===== src/rtl/wallace_mul_seq_pkg.sv =====
// Shared types and helpers for the segmented sequential multiplier controller.
//   state_e   : controller state encoding (idle / run / done)
//   DEF_SEG_W : default segment width (operand width of the shared multiplier)
//   DEF_SEGS  : default number of segments per operand
//   shift_amt : bit offset of the partial product produced on pass idx
package wallace_mul_seq_pkg;

  localparam int unsigned DEF_SEG_W = 5;
  localparam int unsigned DEF_SEGS  = 2;

  typedef enum logic [1:0] {
    StIdle = 2'd0,
    StRun  = 2'd1,
    StDone = 2'd2
  } state_e;

  // Pass idx multiplies A segment (idx % segs) by B segment (idx / segs), so its
  // partial product lands seg_w * (i + j) bits up in the full product.
  function automatic int unsigned shift_amt(input int unsigned idx,
                                            input int unsigned seg_w,
                                            input int unsigned segs);
    return seg_w * ((idx % segs) + (idx / segs));
  endfunction

endpackage


===== src/rtl/wallace_mul_seq_ctrl.sv =====
// Sequencing controller: builds an OP_W x OP_W unsigned product from SEGS*SEGS passes
// through one external SEG_W x SEG_W multiplier, shift-accumulating partial products.
//   clk, rst_n               : clock, asynchronous active-low reset
//   start_valid/start_ready  : operand handshake carrying a_in, b_in
//   res_valid/res_ready      : result handshake carrying product (registered)
//   busy                     : high whenever the controller is not idle
//   mul_a, mul_b, mul_p      : segment operands to / product from the shared multiplier
module wallace_mul_seq_ctrl
  import wallace_mul_seq_pkg::*;
#(
  parameter int unsigned SEG_W = DEF_SEG_W,
  parameter int unsigned SEGS  = DEF_SEGS
) (
  input  logic                    clk,
  input  logic                    rst_n,
  input  logic                    start_valid,
  output logic                    start_ready,
  input  logic [SEG_W*SEGS-1:0]   a_in,
  input  logic [SEG_W*SEGS-1:0]   b_in,
  output logic                    res_valid,
  input  logic                    res_ready,
  output logic [2*SEG_W*SEGS-1:0] product,
  output logic                    busy,
  output logic [SEG_W-1:0]        mul_a,
  output logic [SEG_W-1:0]        mul_b,
  input  logic [2*SEG_W-1:0]      mul_p
);

  localparam int unsigned OP_W  = SEG_W * SEGS;
  localparam int unsigned P_W   = 2 * OP_W;
  localparam int unsigned NPASS = SEGS * SEGS;
  localparam int unsigned IDX_W = (NPASS > 1) ? $clog2(NPASS) : 1;

  state_e           state_q, state_d;
  logic [OP_W-1:0]  a_q, a_d, b_q, b_d;
  logic [P_W-1:0]   acc_q, acc_d;
  logic [P_W-1:0]   product_q, product_d;
  logic [IDX_W-1:0] idx_q, idx_d;

  int unsigned      seg_i, seg_j;
  logic [SEG_W-1:0] a_seg, b_seg;
  logic [P_W-1:0]   term;
  logic             last_pass;

  // Segment selection: i is the inner (A) index, j the outer (B) index.
  always_comb begin
    seg_i     = 32'(idx_q) % SEGS;
    seg_j     = 32'(idx_q) / SEGS;
    a_seg     = SEG_W'(a_q >> (SEG_W * seg_i));
    b_seg     = SEG_W'(b_q >> (SEG_W * seg_j));
    term      = P_W'(mul_p) << shift_amt(32'(idx_q), SEG_W, SEGS);
    last_pass = (32'(idx_q) == NPASS - 1);
  end

  // The shared multiplier only sees real operands while passes are running.
  always_comb begin
    mul_a = '0;
    mul_b = '0;
    if (state_q == StRun) begin
      mul_a = a_seg;
      mul_b = b_seg;
    end
  end

  assign start_ready = (state_q == StIdle);
  assign busy        = (state_q != StIdle);
  assign res_valid   = (state_q == StDone);
  assign product     = product_q;

  always_comb begin
    state_d   = state_q;
    a_d       = a_q;
    b_d       = b_q;
    acc_d     = acc_q;
    idx_d     = idx_q;
    product_d = product_q;
    unique case (state_q)
      StIdle: begin
        if (start_valid) begin
          a_d     = a_in;
          b_d     = b_in;
          acc_d   = '0;
          idx_d   = '0;
          state_d = StRun;
        end
      end
      StRun: begin
        acc_d = acc_q + term;
        idx_d = idx_q + 1'b1;
        if (last_pass) begin
          product_d = acc_q + term;
          idx_d     = '0;
          state_d   = StDone;
        end
      end
      StDone: begin
        // start_valid is deliberately ignored here; a new operand waits for IDLE.
        if (res_ready) begin
          state_d = StIdle;
        end
      end
      default: state_d = StIdle;
    endcase
  end

  always_ff @(posedge clk or negedge rst_n) begin
    if (!rst_n) begin
      state_q   <= StIdle;
      a_q       <= '0;
      b_q       <= '0;
      acc_q     <= '0;
      idx_q     <= '0;
      product_q <= '0;
    end else begin
      state_q   <= state_d;
      a_q       <= a_d;
      b_q       <= b_d;
      acc_q     <= acc_d;
      idx_q     <= idx_d;
      product_q <= product_d;
    end
  end

endmodule


===== config.mk =====
export PLATFORM = sky130hd
export DESIGN_NAME = wallace_mul_seq_ctrl
export DESIGN_NICKNAME = d
export VERILOG_FILES = /design/src/rtl/wallace_mul_seq_pkg.sv /design/src/rtl/wallace_mul_seq_ctrl.sv
export SDC_FILE = /design/constraint.sdc
export NUM_CORES = 1
export LEC_CHECK = 0
export ABC_AREA = 0
export ABC_CLOCK_PERIOD_IN_PS = 7600
export BUFFER_PORTS_ARGS = -buffer_cell sky130_fd_sc_hd__buf_2
export CAP_MARGIN = 25
export CORE_ASPECT_RATIO = 1.2
export CORE_MARGIN = 4
export CORE_UTILIZATION = 61
export CTS_BUF_LIST = sky130_fd_sc_hd__clkbuf_16
export DETAILED_ROUTE_END_ITERATION = 8
export PLACE_DENSITY_LB_ADDON = 0.15
export SYNTH_ARGS = -nofsm -noshare
export SYNTH_HDL_FRONTEND = slang
export SYNTH_SLANG_ARGS = --single-unit

===== constraint.sdc =====
create_clock -name clk -period 7.6 [get_ports clk]
set_clock_uncertainty 0.2 [all_clocks]
set_input_delay 1.14 -clock clk [delete_from_list [all_inputs] [get_ports clk]]
set_output_delay 1.14 -clock clk [all_outputs]
set_load 0.005 [all_outputs]

### Word level (Yosys, flattened, before mapping)

Index checks and enable logic that the tools add are counted.

* $add $sub $neg: 3
* multipliers: 3
* equal/unequal tests: 6
* shift-type cells: 3
* multiplexer cells: 11
* reduce and logical (&&, ||, !) cells: 7

Operators with widths (number)
* 20-bit one-hot mux with 2 select lines: 1
* 20-bit adder: 1
* 20-bit 2-to-1 mux: 1
* 10-bit by 5-bit left shift with 20-bit output: 1
* 10-bit by 4-bit right shift with 5-bit output: 2
* 2-bit 2-to-1 mux: 5
* 5-bit 2-to-1 mux: 2
* 3-bit by 1-bit multiplier with 4-bit output (first input constant): 2
* 2-bit one-hot mux with 3 select lines: 1
* 2-bit AND reduction: 3
* 3-bit by 2-bit multiplier with 5-bit output (first input constant): 1
* 2-bit equality test (second input constant): 2
* 2-bit != test (second input constant): 2
* 2-bit one-hot mux with 2 select lines: 1
* 2-bit nonzero test: 2
* 3-bit AND reduction: 1
* 1-bit by 1-bit adder with 2-bit output: 1
* 2-bit by 1-bit adder with 2-bit output (second input constant): 1
* 2-bit by 1-bit equality test with 1-bit output (second input constant): 1
* 2-bit zero test: 1
* 2-bit by 1-bit != test with 1-bit output (second input constant): 1

* bits in registers: 64
* output and inout bits: 33
* logic and storage cells: 39

### Longest topological paths before layout

* depth in word-level cells: 5
* mapped depth: 14

### Least setup slack after synthesis

OpenSTA, ideal clock, no wires.

* path type: input to register
* start point: in mul_p[0]
* end point: reg product_q[12] (netlist: product[12])
* setup time: 128 ps
* arrival: 3254 ps
* slack: 4018 ps
* stages on the path: 10
* buffers on the path: 0
* path through: nor2b_1 -> and2_1 -> ha_1 -> fa_1 -> a21o_1 -> a221oi_2 -> o21ai_2 -> a311o_1 -> xnor2_1 -> o21ai_1

* cells in the longest elaborated chain, start to end: 2

Ends and longest elaborated chain
* start: declaration: RTL line wallace_mul_seq_ctrl.sv:26 `input logic [2*SEG_W-1:0] mul_p`
* 10-bit by 5-bit left shift with 20-bit output: RTL line wallace_mul_seq_ctrl.sv:51 `term = P_W'(mul_p) << shift_amt(32'(idx_q), SEG_W, SEGS);`
* 20-bit adder: RTL line wallace_mul_seq_ctrl.sv:91 `product_d = acc_q + term;`
* end signal: assignment: RTL line wallace_mul_seq_ctrl.sv:120 `product_q <= product_d;`
* end: declaration: RTL line wallace_mul_seq_ctrl.sv:37 `logic [P_W-1:0] product_q, product_d;`

Every way passes these cells.
A chain may end at the register's enable or synchronous reset.

### Worst setup path in the final report

* start point: reg idx_q[1]
* end point: reg acc_q[12]

* cells in the longest elaborated chain, start to end: 5

Ends and longest elaborated chain
* start: declaration: RTL line wallace_mul_seq_ctrl.sv:38 `logic [IDX_W-1:0] idx_q, idx_d;`
* start signal: assignment: RTL line wallace_mul_seq_ctrl.sv:119 `idx_q <= idx_d;`
* 1-bit by 1-bit adder with 2-bit output: RTL line wallace_mul_seq_pkg.sv:22 `return seg_w * ((idx % segs) + (idx / segs));`
* 3-bit by 2-bit multiplier with 5-bit output: RTL line wallace_mul_seq_pkg.sv:22
* 10-bit by 5-bit left shift with 20-bit output: RTL line wallace_mul_seq_ctrl.sv:51
* 20-bit adder: RTL line wallace_mul_seq_ctrl.sv:88 `acc_d = acc_q + term;`
* 20-bit one-hot mux with 2 select lines: RTL line wallace_mul_seq_ctrl.sv:77 `unique case (state_q)`
* end signal: assignment: RTL line wallace_mul_seq_ctrl.sv:111 `acc_q <= '0;`
* end signal: assignment: RTL line wallace_mul_seq_ctrl.sv:118 `acc_q <= acc_d;`
* end: declaration: RTL line wallace_mul_seq_ctrl.sv:36 `logic [P_W-1:0] acc_q, acc_d;`

Every way passes these cells.

==> results.json <==
{
  "status": "finished clean",
  "p_leak_nw": 2.19,
  "antenna_found_initial": 0,
  "drv_cap": 0,
  "grt_overflow_total": 0,
  "synthTopCellsByArea": "dfrtp_1, ha_1, mux2_2",
  "synth.top_cell.area_share_pct": 41.0,
  "wl_per_cell_um": 17.2,
  "grt_pass1_vias": 3324,
  "synth_cell_types": 50,
  "peakVddDrop_mv": 0.273,
  "n_antenna_cell": 0,
  "min_period_over_period_pct": 52.7,
  "vias": 3358,
  "grt_max_degree": 65,
  "drive_gt1_share_pct": 22.9,
  "cp.required_ns": 7.59,
  "report.power.total_w": 0.00241,
  "startpoint": "idx_q[1]",
  "cts-root-buf": "clkbuf_16",
  "design_area_um2": 4540,
  "hold_viol_final": 0,
  "relSlewSlack_pct": 45.9,
  "cts_sinks": 64,
  "netlist_area_um2": 3910,
  "track_usage_pct": 26.8,
  "cts_setup_buffers": 0,
  "min_period_ns": 4.00,
  "dp_hpwl_um": 7130,
  "cts_buffers": 9,
  "first_pass_iters": 5,
  "start_util_pct": 63.8,
  "postRouteAntennaNets": 0,
  "worst-setup-path-type": "register to register",
  "clkTransAtPathRegs_ns": 0.05,
  "setup_viol": 0,
  "rr_startpoint": "idx_q[1]",
  "async_reset_ff_share_pct": 100,
  "synth_compound_area_share_pct": 17.0,
  "groute.layer.met1.usage_pct": 31.7,
  "syn_area_per_cell_um2": 9.27,
  "fin_tns_setup_ns": 0,
  "drt_iter0_markers": 220,
  "powerDensity_nw_per_um2": 531,
  "pre_cts_ws_ns": 3.61,
  "arrival_ns": 4.00,
  "start_kind": "register",
  "syn_inst": 422,
  "core_um2": 6130,
  "clk_latency_ns": 0.33,
  "use_met2_pct": 46.4,
  "rsz0062_at_grt": "false",
  "worstPathMaxFanout": 19,
  "area_growth_pct": 16.1,
  "io_buffers": 66,
  "hold_slack_ns": 0.272,
  "syn-num-nets": 478,
  "wl_um": 9670,
  "crit_path_end": "acc_q[12]",
  "die_area_um2": 7760,
  "busiest_layer": "met2",
  "ys_dominant_reg_cell": "dfrtp_1",
  "vias_per_cell": 5.96,
  "final_nets": 532,
  "synth_top_family_by_area": "simple AND/OR/NAND/NOR gates",
  "r2r_end": "acc_q[12]",
  "drc": 0,
  "clockBufferDepth": 2,
  "grt.met3_usage_pct": 6.74,
  "synth-seq-cells": 64,
  "synthAdderAreaFrac_pct": 7.23,
  "slew_viol_final": 0,
  "rows": 31,
  "synth-edff-count": 0,
  "synth_xor_area_share_pct": 3.36,
  "ioPinCount": 67,
  "place_area_um2": 4260,
  "r2r_cells": 11,
  "hold_depth": 2,
  "fmax_mhz": 250,
  "synthMuxAreaShare_pct": 10.4,
  "setup_ws_ns": 3.60,
  "die_w_um": 81.1,
  "gp_congestion": 0.967,
  "cts_tree": "built",
  "synthSimpleGateAreaFrac_pct": 17.4,
  "cts_resized": 0,
  "synth_warnings": 0,
  "endpoint_kind": "register",
  "hold_buffers": 0,
  "r2r_slack_ns": 3.60,
  "tightest_slew_ns": 0.812,
  "netlist.top_cell.by_area": "dfrtp_1",
  "grt_pass1_wl_um": 15600,
  "htreeDepth": 3,
  "die_y_um": 95.7,
  "hp-class": "register to register",
  "ys_seq_area_share_pct": 41.0
}
[worst min-delay path by stage]
stage	endpoint	slack (ns)	start
3_5_place_dp	product[0]	0.26	product[0]
5_1_grt	product[11]	0.29	product[11]
3_3_place_gp	product[11]	0.26	product[11]
6_report	product[3]	0.27	product[3]
2_1_floorplan	acc_q[10]	0.26	acc_q[10]
4_1_cts	product[18]	0.28	product[18]
[cell families (layout without fill, tap and decap cells)]
| kind of cell | after synthesis | in the layout |
|---|---|---|
| AND/OR/NAND/NOR | 144 | 144 |
| AO/OA/AOI/OAI | 105 | 105 |
| flip-flops | 64 | 64 |
| multiplexers | 38 | 38 |
| buffers and inverters | 34 | 93 |
| adder cells (fa/ha/maj) | 22 | 22 |
| XOR/XNOR | 15 | 15 |
[per-layer routing]
metal | vias to the layer above | wire length (um) | part of all wire, %
met5 | - | 0 | 0
met4 | 0 | 189 | 2.0
met3 | 15 | 688 | 7.1
met2 | 132 | 4950 | 51
met1 | 1599 | 3840 | 40
li1 | 1612 | - | -
[worst max-delay path, cell delays in order, from the launching register on]
cell and delay, ns:
dfrtp_1 0.57, ha_1 0.62, nor2_1 0.18, and2_1 0.21
ha_1 0.20, fa_1 0.43, a21o_1 0.21, a221oi_2 0.42
o21ai_2 0.16, a311o_1 0.38, xnor2_1 0.20, o21ai_1 0.08
[layout by cell type, fill, tap and decap left out, types with 2 or more instances in the layout]
cell type and instances:
a21oi_1 19, and4_1 2, nor2b_1 8, o21bai_1 3, and2_1 7, nand4_1 6
nand2b_1 4, nand3_1 28, inv_1 9, nor3_1 4, a21boi_0 3, a21o_1 7
o31ai_1 3, dfrtp_1 64, xnor2_1 9, clkinv_2 2, o211ai_1 4, o21a_1 4
nor2_1 20, a22o_1 3, mux2_2 22, a31oi_1 5, xor2_1 6, nand2_1 56
o21ai_1 5, clkinv_1 2, o31a_1 2, buf_2 66, mux2i_1 16, ha_1 21
buf_4 4, clkbuf_16 9, o21ai_0 35, and3_1 6
[flip-flops by register name, summed over array words and instances (netlist names)]
signal   flops
acc_q       20
b_q         10
idx_q        2
a_q         10
state_q      2
product     20
[through the flow]
| stage | std cells | utilization [%] |
|---|---|---|
| detailed placement | 547 | 69.5 |
| CTS | 563 | 74.1 |
| floorplan | 422 | - |
| finish | 563 | 74.1 |
| global route | 563 | 74.1 |
| global placement | 547 | 69.5 |
[report_power, final]
group	internal, W	switching, W	total, W
combinational	0.000576	0.000822	0.00140
sequential	0.000514	0.000108	0.000622
clock	0.000248	0.000143	0.000391
[layout make-up]
class	count	area, um2
clock inverter	7	55.1
tap	82	103
fill	472	1590
sequential	64	1600
inverter	7	26.3
multi-input combinational	324	2170
timing repair buffer	70	360
clock buffer	9	225
[synthesized netlist by cell type (2+ instances only)]
master	count
dfrtp_1	64
nand2_1	56
o21ai_0	35
nand3_1	28
mux2_2	22
ha_1	21
clkbuf_1	20
nor2_1	20
a21oi_1	19
mux2i_1	16
xnor2_1	9
nor2b_1	8
a21o_1	7
and2_1	7
inv_1	7
and3_1	6
nand4_1	6
xor2_1	6
a31oi_1	5
o21ai_1	5
nand2b_1	4
nor3_1	4
o211ai_1	4
o21a_1	4
a21boi_0	3
a22o_1	3
buf_2	3
o21bai_1	3
o31ai_1	3
and4_1	2
buf_1	2
o31a_1	2
Note: power is estimated with default switching activity, not from simulation.
